**src/rtl/if_stage.sv**
```systemverilog
// ---------------------------------------------------------------------------
// if_stage
//
// Instruction-fetch stage of the 5-stage MIPS pipeline. It generates the
// fetch PC, drives the synchronous instruction SRAM and holds the fetched
// instruction for decode through back-pressure. The instruction is handed to
// decode with the valid/allowin handshake. Taken branches resolved in decode
// redirect fetch once the delay slot has moved into decode.
//
// Ports:
//   clk              system clock, rising edge
//   rst              synchronous reset, active-high
//   id_allowin_in    decode can accept an instruction this cycle
//   id_brcal_res_in  instruction in decode is a taken branch/jump
//   id_bjpc_res_in   branch/jump target
//   if_valid_out     IF holds a valid instruction
//   if_PC_out        PC of the held instruction
//   if_NPC_out       PC + 4
//   if_NNPC_out      PC + 8
//   if_Instruct_out  held instruction word (zero on a fetch address error)
//   if_adel_out      held PC is misaligned
//   inst_sram_en     SRAM read strobe, data returns the following cycle
//   inst_sram_addr   SRAM read address
//   inst_sram_rdata  SRAM read data
// ---------------------------------------------------------------------------
module if_stage #(
  parameter logic [31:0] RESET_PC = 32'hBFC0_0000
) (
  input  logic        clk,
  input  logic        rst,
  input  logic        id_allowin_in,
  input  logic        id_brcal_res_in,
  input  logic [31:0] id_bjpc_res_in,
  output logic        if_valid_out,
  output logic [31:0] if_PC_out,
  output logic [31:0] if_NPC_out,
  output logic [31:0] if_NNPC_out,
  output logic [31:0] if_Instruct_out,
  output logic        if_adel_out,
  output logic        inst_sram_en,
  output logic [31:0] inst_sram_addr,
  input  logic [31:0] inst_sram_rdata
);

  // The PC register sits one word before RESET_PC so that the normal
  // sequential increment produces RESET_PC as the first fetch address.
  localparam logic [31:0] PC_INIT = RESET_PC - 32'd4;

  logic [31:0] pc_r;
  logic        valid_r;
  logic [31:0] inst_buf;
  logic        buf_valid;

  logic        if_allowin;
  logic        handoff;
  logic        redirect;
  logic [31:0] next_pc;

  assign if_allowin = !valid_r || id_allowin_in;
  assign handoff    = valid_r && id_allowin_in;

  // The branch leaves decode on the same edge its delay slot leaves IF, so
  // the target is the very next fetch: no bubble, no squash.
  assign redirect = handoff && id_brcal_res_in;
  assign next_pc  = redirect ? id_bjpc_res_in : pc_r + 32'd4;

  // A misaligned address is still loaded into IF (to raise ADEL) but never
  // presented to the SRAM as a read.
  assign inst_sram_en   = if_allowin && !rst && (next_pc[1:0] == 2'b00);
  assign inst_sram_addr = next_pc;

  always_ff @(posedge clk) begin
    if (rst) begin
      pc_r      <= PC_INIT;
      valid_r   <= 1'b0;
      inst_buf  <= 32'd0;
      buf_valid <= 1'b0;
    end else begin
      if (if_allowin) begin
        pc_r    <= next_pc;
        valid_r <= 1'b1;
      end
      // SRAM data is only valid the cycle after a read, so on the first
      // stalled edge it is saved and then served from the buffer until the
      // instruction finally moves to decode.
      if (handoff) begin
        buf_valid <= 1'b0;
      end else if (valid_r && !buf_valid) begin
        inst_buf  <= inst_sram_rdata;
        buf_valid <= 1'b1;
      end
    end
  end

  assign if_valid_out    = valid_r;
  assign if_PC_out       = pc_r;
  assign if_NPC_out      = pc_r + 32'd4;
  assign if_NNPC_out     = pc_r + 32'd8;
  assign if_adel_out     = valid_r && (pc_r[1:0] != 2'b00);
  assign if_Instruct_out = if_adel_out ? 32'd0 :
                           (buf_valid ? inst_buf : inst_sram_rdata);

endmodule

```
**config.mk**
```make
export PLATFORM = sky130hd
export DESIGN_NAME = if_stage
export DESIGN_NICKNAME = d
export VERILOG_FILES = /design/src/rtl/if_stage.sv
export SDC_FILE = /design/constraint.sdc
export NUM_CORES = 1
export LEC_CHECK = 0
export BUFFER_PORTS_ARGS = -buffer_cell sky130_fd_sc_hd__buf_2
export CORE_AREA = 2 2 107 109
export CTS_CLUSTER_SIZE = 30
export DETAILED_ROUTE_END_ITERATION = 16
export DIE_AREA = 0 0 109 111
export GPL_TIMING_DRIVEN = 0
export PLACE_DENSITY = 0.8
export RECOVER_POWER = 50
export SLEW_MARGIN = 20
export SYNTH_ARGS = -nofsm -noshare
export SYNTH_HDL_FRONTEND = slang
export SYNTH_SLANG_ARGS = --single-unit
```
**constraint.sdc**
```tcl
create_clock -name clk -period 2.7 [get_ports clk]
set_clock_uncertainty 0.2 [all_clocks]
set_input_delay 0.27 -clock clk [delete_from_list [all_inputs] [get_ports clk]]
set_output_delay 0.27 -clock clk [all_outputs]
set_load 0.02 [all_outputs]
```
==> impl_metrics.ini <==
[run_status]
outcome = finished with violations
violations = negative setup slack

[floorplanning]
rows = 39
start_util_pct = 46.4
design.die.area_um2 = 12100
io_pins = 231
die_h_um = 111
coreArea_um2 = 11100
die_w_um = 109

[routing]
via_per_inst = 5.99
drc = 0
dr_wl_met2_mm = 10.4
drt-met1-wl_mm = 8.57
routed_wl_mm = 22.5
top_layer = met4
wl_per_cell_um = 19.2
drt_iter0_markers = 758
ant_nets = 0
dr.pass1.iters = 8
vias = 7020
wl_met3_mm = 2.32

[cts]
ctsLongestPathBuffers = 2
clock-root-buffer = clkbuf_16
cts_made_buffers = 9
htreeDepth = 3
clk_latency_ns = 0.34
clk_pin_slew_ns = 0.06
cts_tree = built
clock_sinks = 66

[yosys]
ys_seq_area_share_pct = 25.7
synth_top_family_by_area = simple AND/OR/NAND/NOR gates
synthDominantCellAreaShare_pct = 25.7
netlist_area_um2 = 5140
yosys_warnings = 0
synthXorXnorAreaFrac_pct = 7.67
ys_types = 61
synth-main-ff-cell = dfxtp_1
async_flop_share_pct = 0
synth_compound_area_share_pct = 19.1
yosysTopAreaCell = dfxtp_1
ys_top_cells_by_area = dfxtp_1, nor2_1, nand2_1
synth-edff-count = 0
syn_nets = 777
ys_ff_latch = 66
synthMuxAreaShare_pct = 8.35
synth_fa_ha_area_share_pct = 0.731
syn_area_per_cell_um2 = 7.28
synthCells = 706
synth-simple-area-share_pct = 29.1

[layout]
final_net_count = 1094
final_cell_mix = buf_2, nand2_1, nor2_1, buf_4, clkbuf_1
drive_above_1_share_pct = 40.7
utilization_pct = 72.9
layout_commonest_cell = buf_2
fin_area_um2 = 8070
area_growth_pct = 57.1
fin_cells = 1171
fill_cells = 868
antenna_cells = 0

[worst_setup_path]
reg2regPathDepth = 7
startpoint_type = flip-flop
endpoint_kind = primary output
crit_chain = buf_12 > ha_4 > nand3_4 > or4_4 > or3_4 > a31oi_4 > buf_6
critPathRequiredTime_ns = 2.23
crit_type = flip-flop to primary output
r2r_setup_slack_ns = 0.14
worstPathArrival_ns = 2.36
slowest_stage = or4_4
path_max_fanout = 7
r2r_start = if_PC_out[13]$_SDFFE_PP1N_
cpPeakStageDelay_ns = 0.59
r2r_end = if_PC_out[23]$_SDFFE_PP1N_

[placed_design]
hpwl_mm = 14.2
dp.cells = 1079
place_congestion = 0.985
io_buffers = 230
place_area_um2 = 6500

[min_path]
whs_path_depth = 3
hp-class = input pin to flip-flop
min_from = inst_sram_rdata[19]
hold_path_end = inst_buf[19]$_SDFFE_PP0P_

[global_routing]
gr-total-overflow = 0
grt_pass1_vias = 6141
antenna_found_initial = 0
grt_pass1_wl_mm = 31.6
grt_use_total_pct = 33.1
grt_max_degree = 12

[sta]
hold_violations = 0
finalWorstSetupSlack_ns = -0.132
relSlewSlack_pct = 39.7
rsz0062_at_grt = true
tightest_slew_ns = 0.901
slew_violations = 0
finalCritPeriodShare_pct = 105
layout_min_cycle_time_ns = 2.83
max_freq_mhz = 353
finalSetupViolCount = 17

[power]
finalPower_mw = 5.64
p_leak_nw = 3.50
ir_drop_v = 0.000498
powerDensity_nw_per_um2 = 698

[run]
max_cap_viol_count = 0
-- cells in the mapped netlist, types with 5 or more instances --
| library cell | n |
|---|---|
| nor2_1 | 104 |
| nand2_1 | 101 |
| dfxtp_1 | 66 |
| a21oi_1 | 45 |
| clkbuf_1 | 43 |
| mux2i_1 | 35 |
| o21ai_0 | 23 |
| xor2_1 | 23 |
| xnor2_1 | 22 |
| nand4_1 | 21 |
| nor3_1 | 18 |
| nand3_1 | 16 |
| a31oi_1 | 12 |
| buf_6 | 11 |
| inv_1 | 11 |
| or3_1 | 10 |
| a31o_2 | 8 |
| and3_1 | 7 |
| buf_1 | 7 |
| buf_4 | 7 |
| mux2_2 | 7 |
| nor4_1 | 7 |
| or4_1 | 7 |
| o21a_1 | 6 |
| o21ba_2 | 6 |
| o22ai_1 | 6 |
| a311oi_1 | 5 |
| nand2b_1 | 5 |
| nor4b_1 | 5 |
| o31ai_1 | 5 |
-- logic make-up (layout without fill, tap and decap cells) --
family | Yosys count | count (layout)
multiplexers | 42 | 42
adder cells (fa/ha/maj) | 3 | 3
buffers and inverters | 87 | 408
AO/OA/AOI/OAI | 147 | 147
XOR/XNOR | 45 | 45
flip-flops | 66 | 66
AND/OR/NAND/NOR | 316 | 317
-- worst max-delay path by stage --
stage / start / end / slack, ns / depth (start not counted)
floorplan: if_PC_out[2]$_SDFFE_PP1N_ / inst_sram_addr[28] / 0.04 / 6
global placement: id_allowin_in / inst_sram_addr[22] / -0.56 / 9
detailed placement: id_allowin_in / inst_sram_addr[22] / -0.56 / 9
CTS: if_PC_out[3]$_SDFFE_PP1N_ / inst_sram_addr[21] / -0.12 / 7
global route: if_PC_out[3]$_SDFFE_PP1N_ / inst_sram_addr[21] / -0.17 / 7
finish: if_PC_out[3]$_SDFFE_PP1N_ / inst_sram_addr[21] / -0.13 / 7
-- critical path: cells and delay by family (launching register included) --
kind                     cells  cell delay [ns]
buffers and inverters        2             0.25
AO/OA/AOI/OAI                1             0.21
flip-flops                   1             0.37
AND/OR/NAND/NOR              3             1.06
adder cells (fa/ha/maj)      1             0.14
-- state kept, by name (all words and copies together), names as in the netlist --
register,flops
inst_buf,32
buf_valid,1
if_PC_out,32
if_valid_out,1
-- per-layer routing --
layer  GRT usage (%)  vias up
met4            16.9        0
met1            42.9     3268
met5               0        -
met2            52.0      514
li1                -     3122
met3            6.17      116
-- power by group --
group	leakage, nW	switching (mW)	internal [mW]
combinational	2.82	2.01	1.24
clock	0.150	0.465	0.770
sequential	0.536	0.0828	1.06
-- cell type report --
cell class | count | area, um^2 | area share (%)
multi-input combinational | 554 | 3780 | 46.8
timing repair buffer | 315 | 1920 | 23.8
sequential | 66 | 1360 | 16.9
buffer | 66 | 483 | 5.98
clock buffer | 13 | 260 | 3.22
tap | 143 | 179 | 2.22
clock inverter | 3 | 47.5 | 0.589
inverter | 11 | 41.3 | 0.512
-- timing repair --
item,4_1_cts,5_1_grt
cloned,1,2
endpoints found under the hold margin,31,0
setup endpoints to repair,65,64
gates resized for setup,75,103
buffers inserted,25,27
pin swaps,15,30
hold buffers,31,0
-- through the flow --
step / TNS (ns) / hold WS [ns] / setup slack (ns)
after floorplan: 0 / 0.206 / 0.0394
after global placement: -7.28 / 0.242 / -0.560
after detailed placement: -7.51 / 0.247 / -0.560
after CTS: -0.530 / 0.0122 / -0.119
after global routing: -2.42 / 0.0165 / -0.168
final: -0.914 / 0.0114 / -0.132
Power figures use the tool's default switching activity.
